[src/rtl/icache_lookup_refill.sv]
// Lookup and refill controller for the 4-way, 8-set instruction cache.
// Keeps tag/valid state, reports hits to the PLRU and refills misses from memory by burst.
module icache_lookup_refill #(
  parameter int ADDR_W     = 32,
  parameter int DATA_W     = 32,
  parameter int LINE_WORDS = 4
) (
  input  logic                          clk,
  input  logic                          rst_n,
  input  logic                          core_req_valid,
  output logic                          core_req_ready,
  input  logic [ADDR_W-1:0]             core_req_addr,
  output logic                          core_hit_valid,
  output logic [3:0]                    core_hit_way,
  output logic [2:0]                    core_hit_set,
  output logic [$clog2(LINE_WORDS)-1:0] core_hit_word,
  input  logic                          flush,
  output logic                          plru_hit,
  output logic [2:0]                    hit_cache_line_addr,
  output logic [3:0]                    plru_hit_index,
  output logic [2:0]                    miss_cache_line_addr,
  input  logic [3:0]                    choose_old_onehot,
  output logic                          mem_req_valid,
  input  logic                          mem_req_ready,
  output logic [ADDR_W-1:0]             mem_req_addr,
  input  logic                          mem_rsp_valid,
  input  logic [DATA_W-1:0]             mem_rsp_data,
  output logic                          data_we,
  output logic [3:0]                    data_way,
  output logic [2:0]                    data_set,
  output logic [$clog2(LINE_WORDS)-1:0] data_word,
  output logic [DATA_W-1:0]             data_wdata
);
  localparam int OFF_W = $clog2(LINE_WORDS);
  localparam int SET_W = 3;
  localparam int NSETS = 8;
  localparam int WAYS  = 4;
  localparam int LO    = OFF_W + 2;
  localparam int TAG_W = ADDR_W - SET_W - LO;

  typedef enum logic [1:0] {
    IDLE     = 2'd0,
    LOOKUP   = 2'd1,
    MISS_REQ = 2'd2,
    REFILL   = 2'd3
  } state_t;

  state_t                                state_r, state_nxt_s;
  logic [ADDR_W-1:0]                     addr_r;
  logic [NSETS-1:0][WAYS-1:0]            valid_r;
  logic [NSETS-1:0][WAYS-1:0][TAG_W-1:0] tag_r;
  logic [WAYS-1:0]                       victim_r;
  logic [OFF_W-1:0]                      cnt_r;
  logic                                  flush_pend_r;
  logic                                  hit_valid_r;
  logic [WAYS-1:0]                       hit_way_r;
  logic [SET_W-1:0]                      hit_set_r;
  logic [OFF_W-1:0]                      hit_word_r;

  logic [SET_W-1:0] set_s;
  logic [TAG_W-1:0] tag_s;
  logic [OFF_W-1:0] word_s;
  logic [WAYS-1:0]  match_s;
  logic lookup_hit_s, lookup_miss_s, flush_go_s, accept_s, beat_s, last_beat_s;
  logic unused_s;

  function automatic logic is_onehot(input logic [3:0] v);
    return (v != 4'd0) && ((v & (v - 4'd1)) == 4'd0);
  endfunction

  // A PLRU answer that is not exactly one-hot falls back to way 0.
  function automatic logic [3:0] norm_victim(input logic [3:0] v);
    logic [3:0] r;
    if (is_onehot(v)) r = v;
    else              r = 4'b0001;
    return r;
  endfunction

  assign set_s    = addr_r[LO +: SET_W];
  assign tag_s    = addr_r[ADDR_W-1 -: TAG_W];
  assign word_s   = addr_r[2 +: OFF_W];
  assign unused_s = ^addr_r[1:0];

  // A pending or live flush blocks acceptance for the one IDLE cycle that applies it.
  assign flush_go_s     = (state_r == IDLE) && (flush || flush_pend_r);
  assign core_req_ready = (state_r == IDLE) && !flush && !flush_pend_r;
  assign accept_s       = core_req_valid && core_req_ready;
  assign lookup_hit_s   = (state_r == LOOKUP) && is_onehot(match_s);
  assign lookup_miss_s  = (state_r == LOOKUP) && !is_onehot(match_s);
  assign beat_s         = (state_r == REFILL) && mem_rsp_valid;
  assign last_beat_s    = beat_s && (cnt_r == OFF_W'(LINE_WORDS - 1));

  assign miss_cache_line_addr = set_s;
  assign mem_req_valid        = (state_r == MISS_REQ);
  assign core_hit_valid       = hit_valid_r;
  assign core_hit_way         = hit_way_r;
  assign core_hit_set         = hit_set_r;
  assign core_hit_word        = hit_word_r;
  assign plru_hit             = hit_valid_r;
  assign plru_hit_index       = hit_way_r;
  assign hit_cache_line_addr  = hit_set_r;

  // Per-way tag compare against the latched address.
  always_comb begin
    match_s = '0;
    for (int w = 0; w < WAYS; w++) begin
      match_s[w] = valid_r[set_s][w] && (tag_r[set_s][w] == tag_s);
    end
  end

  // Next-state logic.
  always_comb begin
    state_nxt_s = state_r;
    case (state_r)
      IDLE:     if (accept_s) state_nxt_s = LOOKUP;      else state_nxt_s = IDLE;
      LOOKUP:   if (lookup_hit_s) state_nxt_s = IDLE;    else state_nxt_s = MISS_REQ;
      MISS_REQ: if (mem_req_ready) state_nxt_s = REFILL; else state_nxt_s = MISS_REQ;
      REFILL:   if (last_beat_s) state_nxt_s = LOOKUP;   else state_nxt_s = REFILL;
      default:  state_nxt_s = IDLE;
    endcase
  end

  // Memory request address and data RAM write decode, zero when not strobed.
  always_comb begin
    mem_req_addr = '0;
    data_we      = 1'b0;
    data_way     = '0;
    data_set     = '0;
    data_word    = '0;
    data_wdata   = '0;
    if (mem_req_valid) begin
      mem_req_addr = {addr_r[ADDR_W-1:LO], {LO{1'b0}}};
    end else begin
      mem_req_addr = '0;
    end
    if (beat_s) begin
      data_we    = 1'b1;
      data_way   = victim_r;
      data_set   = set_s;
      data_word  = cnt_r;
      data_wdata = mem_rsp_data;
    end else begin
      data_we    = 1'b0;
    end
  end

  // Control registers: state, latched request, victim, beat counter, flush and hit pulse.
  always_ff @(posedge clk or negedge rst_n) begin
    if (!rst_n) begin
      state_r      <= IDLE;
      addr_r       <= '0;
      victim_r     <= '0;
      cnt_r        <= '0;
      flush_pend_r <= 1'b0;
      hit_valid_r  <= 1'b0;
      hit_way_r    <= '0;
      hit_set_r    <= '0;
      hit_word_r   <= '0;
    end else begin
      state_r <= state_nxt_s;
      if (accept_s) addr_r <= core_req_addr;
      if (state_r == IDLE) flush_pend_r <= 1'b0;
      else if (flush)      flush_pend_r <= 1'b1;
      if (lookup_miss_s) victim_r <= norm_victim(choose_old_onehot);
      if (state_r == MISS_REQ) cnt_r <= '0;
      else if (beat_s)         cnt_r <= cnt_r + OFF_W'(1);
      hit_valid_r <= lookup_hit_s;
      hit_way_r   <= lookup_hit_s ? match_s : '0;
      hit_set_r   <= lookup_hit_s ? set_s : '0;
      hit_word_r  <= lookup_hit_s ? word_s : '0;
    end
  end

  // Tag and valid arrays: a missing way is invalidated until its last beat lands.
  always_ff @(posedge clk or negedge rst_n) begin
    if (!rst_n) begin
      valid_r <= '0;
      tag_r   <= '0;
    end else if (flush_go_s) begin
      valid_r <= '0;
    end else if (lookup_miss_s) begin
      valid_r[set_s] <= valid_r[set_s] & ~norm_victim(choose_old_onehot);
    end else if (last_beat_s) begin
      valid_r[set_s] <= valid_r[set_s] | victim_r;
      for (int w = 0; w < WAYS; w++) begin
        if (victim_r[w]) tag_r[set_s][w] <= tag_s;
      end
    end
  end
endmodule

[config.mk]
export PLATFORM = sky130hd
export DESIGN_NAME = icache_lookup_refill
export DESIGN_NICKNAME = d
export VERILOG_FILES = /design/src/rtl/icache_lookup_refill.sv
export SDC_FILE = /design/constraint.sdc
export NUM_CORES = 2
export LEC_CHECK = 0
export CORE_UTILIZATION = 61
export CTS_CLUSTER_SIZE = 40
export DETAILED_ROUTE_END_ITERATION = 7
export GPL_TIMING_DRIVEN = 0
export PLACE_DENSITY = 0.9
export SLEW_MARGIN = 5
export SYNTH_ARGS = -nofsm -noshare
export SYNTH_HDL_FRONTEND = slang
export SYNTH_SLANG_ARGS = --single-unit
[constraint.sdc]
create_clock -name clk -period 5 [get_ports clk]
set_input_delay 1 -clock clk [delete_from_list [all_inputs] [get_ports clk]]
set_output_delay 1 -clock clk [all_outputs]
set_load 0.1 [all_outputs]
==> qor.yml <==
drt:
  routedWlPerCell_um: 36.4
  vias_per_cell: 7.20
  drtIter0Drc: 4770
  drtPass1Iterations: 6
  wirelength_um: 166000
  ant_nets: 1
  num_vias: 32700
  wl_met1_um: 55600
  drc: 0
  wl_met2_um: 68600
  route.top_layer_used: "met5"
  met3WireLength_um: 25100
finish:
  area_delta_synth_final_pct: 16.5
  regArea_um2: 22000
  n_fill_cell: 4346
  layout_commonest_cell: "dfrtp_1"
  final_cell_mix: "dfrtp_1, mux2_2, clkbuf_1"
  drive_above_1_share: 0.363
  finalNetCount: 3603
  final_area_um2: 49500
  multi_input_area_um2: 19200
placed_design:
  port_buffers: 164
  placed_cell_area_um2: 45600
  dp_hpwl_um: 109000
  gp_routability_congestion: 1.06
run_status:
  violations: "antenna rules, setup timing"
  outcome: "complete, but fails checks"
power_and_ir_drop:
  p_leak_nw: 23.5
  p_per_area_nw_per_um2: 429
  ir_drop_uv: 413
synthesis:
  synthFlopType: "dfrtp_1"
  yosys.area.top_type_share: 0.519
  synth-seq-cells: 881
  ys_async_sr_fraction: 1.00
  synth_edf_count: 0
  syn-cell-area_um2: 42500
  synthCells: 3237
  synth_top_cell_by_area: "dfrtp_1"
  yosysSeqAreaShare: 0.519
  synth_area_leaders: "dfrtp_1, mux2_2, mux4_2"
  yosysWarnings: 0
  synth_area_per_cell_um2: 13.1
  synthDistinctLibCells: 87
timing:
  skew_ns: 0.0285
  finalSetupViolations: 38
  slew_viol_final: 0
  rsz0062_at_grt: "true"
  layout_min_cycle_time_ns: 5.22
  relSlewSlack: 0.0875
  max_freq_mhz: 191
  setup_ws_ns: -0.225
  worst_pin_slew_ns: 1.36
  fin_setup_tns_ns: -4.72
  fin_crit_sh: 1.04
  hold_viol_final: 0
critical_path:
  r2r_slack_ns: -0.22
  critPathCapture: "valid_r[10]$_DFFE_PN0P_"
  crit_start: "addr_r[5]$_DFFE_PN0P_"
  critPathBufInv: 5
  critical_path_class: "register to register"
  r2r-end: "valid_r[10]$_DFFE_PN0P_"
  cp.required_ns: 5.57
  critPathCaptureType: "register"
  arrival_ns: 5.80
  cp_slowest_stage_delay_ns: 1.10
  worst_path_most_repeated_cell: "buf_4"
  worstReg2RegStart: "addr_r[5]$_DFFE_PN0P_"
  cp-start-kind: "register"
  worstPathCellList: "buf_4 > nand2_1 > clkbuf_2 > buf_4 > o22ai_1 > nor3_1 > or3b_2 > nor4_2 > and4_1 > or4b_1 > o211ai_2 > buf_4 > buf_4 > a41oi_1 > o21ai_0"
  cp_max_fo: 10
  critPathSlowestCell: "nor3_1"
  reg2reg_depth: 15
  cp_top_family: "simple AND/OR/NAND/NOR gates"
  crit_cells: 15
clock_tree:
  cts.path.max_buffers: 3
  cts_tree: "built"
  clk_latency_ns: 0.68
  cts.sink_count: 881
  holdBufCountCts: 0
  cts_buffers: 91
  clkTransAtPathRegs_ns: 0.07
  htreeDepth: 3
  clockRootBuffer: "clkbuf_16"
global_routing:
  antenna_found_initial: 9
  grtUsageTotal: 0.470
  grt_max_degree: 119
  grt_pass1_vias: 32300
  grt_overflow: 0
  grt_pass1_wl_um: 232000
floorplan:
  die_h_um: 266
  row_count: 96
  die_area_um2: 70700
  start_util: 0.618
  core_um2: 68800
  die_w_um: 266
  design.portCount: 171
min_path:
  hold_class: "input port to asynchronous set/reset pin"
run:
  maxCapViolCount: 0
## how the worst min path moves through the flow
stage | start | to | slack, ns | cells after the start
after floorplan | tag_r[573]$_DFFE_PN0P_ | tag_r[573]$_DFFE_PN0P_ | 0.44 | 2
after global placement | tag_r[348]$_DFFE_PN0P_ | tag_r[348]$_DFFE_PN0P_ | 0.46 | 2
after detailed placement | tag_r[573]$_DFFE_PN0P_ | tag_r[573]$_DFFE_PN0P_ | 0.46 | 2
after CTS | rst_n | valid_r[11]$_DFFE_PN0P_ | 0.22 | 1
after global routing | rst_n | valid_r[5]$_DFFE_PN0P_ | 0.23 | 1
final | rst_n | valid_r[27]$_DFFE_PN0P_ | 0.21 | 1
## kinds of logic after synthesis
group | count (synthesis) | synth area share
multiplexers | 1080 | 0.308
flip-flops | 881 | 0.519
AND/OR/NAND/NOR | 506 | 0.0633
AO/OA/AOI/OAI | 396 | 0.0626
buffers and inverters | 313 | 0.0351
XOR/XNOR | 59 | 0.0122
adder cells (fa/ha/maj) | 1 | 0.000294
other | 1 | 0.0000882
## registers in the layout, indices dropped and copies added, names as in the netlist
signal and count:
tag_r 800, valid_r 32, addr_r 30, core_hit_way 4
victim_r 4, core_hit_set 3, cnt_r 2, core_hit_word 2
state_r 2, core_hit_valid 1, flush_pend_r 1
## worst register-to-register path: stages, from the launching register on
cell	delay, ns
dfrtp_2	0.56
buf_4	0.31
nand2_1	0.14
clkbuf_2	0.40
buf_4	0.43
o22ai_1	0.18
nor3_1	1.10
or3b_2	0.30
nor4_2	0.06
and4_1	0.21
or4b_1	0.56
o211ai_2	0.16
buf_4	0.25
buf_4	0.22
a41oi_1	0.13
o21ai_0	0.12
## per-stage QoR
| step | total power [W] | setup WS (ns) | util | cells | hold WS, ns |
|---|---|---|---|---|---|
| after floorplan | 0.0111 | 0.774 | - | 3240 | 0.442 |
| after global placement | 0.0135 | -36.03 | 0.659 | 4335 | 0.456 |
| after detailed placement | 0.0136 | -1.89 | 0.662 | 4343 | 0.463 |
| after CTS | 0.0207 | 0.00595 | 0.713 | 4523 | 0.217 |
| after global routing | 0.0215 | -0.0933 | 0.719 | 4537 | 0.232 |
| final | 0.0212 | -0.225 | 0.720 | 4545 | 0.214 |
## power by group
group	switching (W)	leakage, nW	internal (W)
clock network	0.00305	1.54	0.00407
logic	0.00458	9.67	0.00184
registers	0.000268	12.3	0.00744
## metal layers
layer,GRT usage,up-vias
met1,0.564,16500
li1,-,12500
met2,0.651,2855
met5,0,-
met4,0.371,14
met3,0.221,927
## Yosys cell counts, types with 6 or more instances
cell type / n
a211o_1: 6
a211oi_1: 7
a21bo_2: 6
a21oi_1: 27
a221o_1: 6
a221oi_1: 8
a22oi_1: 40
a2bb2oi_1: 9
a41oi_1: 11
and2_1: 71
and3_1: 13
buf_1: 11
buf_2: 22
buf_4: 29
buf_6: 16
clkbuf_1: 213
dfrtp_1: 881
inv_1: 14
mux2_2: 841
mux2i_1: 139
mux4_2: 97
nand2_1: 169
nand3_1: 33
nand3b_1: 8
nand4_1: 21
nand4b_1: 11
nor2_1: 42
nor2b_1: 22
nor3_1: 47
nor4_1: 11
nor4b_1: 6
o211ai_1: 12
o21a_1: 8
o21ai_0: 153
o22ai_1: 58
o2bb2ai_1: 9
or3_1: 10
or4_1: 7
xnor2_1: 34
xor2_1: 25
## final cells by class
type	instances	area share
Antenna cell	8	0.000404
Buffer	293	0.0365
Clock buffer	132	0.0544
Clock inverter	39	0.00796
Inverter	17	0.00141
Multi-Input combinational cell	2046	0.388
Sequential cell	881	0.445
Tap cell	931	0.0235
Timing Repair Buffer	198	0.0423
## timing repair
item,CTS,global route
setup buffers,11,15
resized for setup,180,68
setup endpoints to repair,188,62
pin swaps,6,3
endpoints found under the hold margin,0,0
Note: power is estimated with default switching activity, not from simulation.
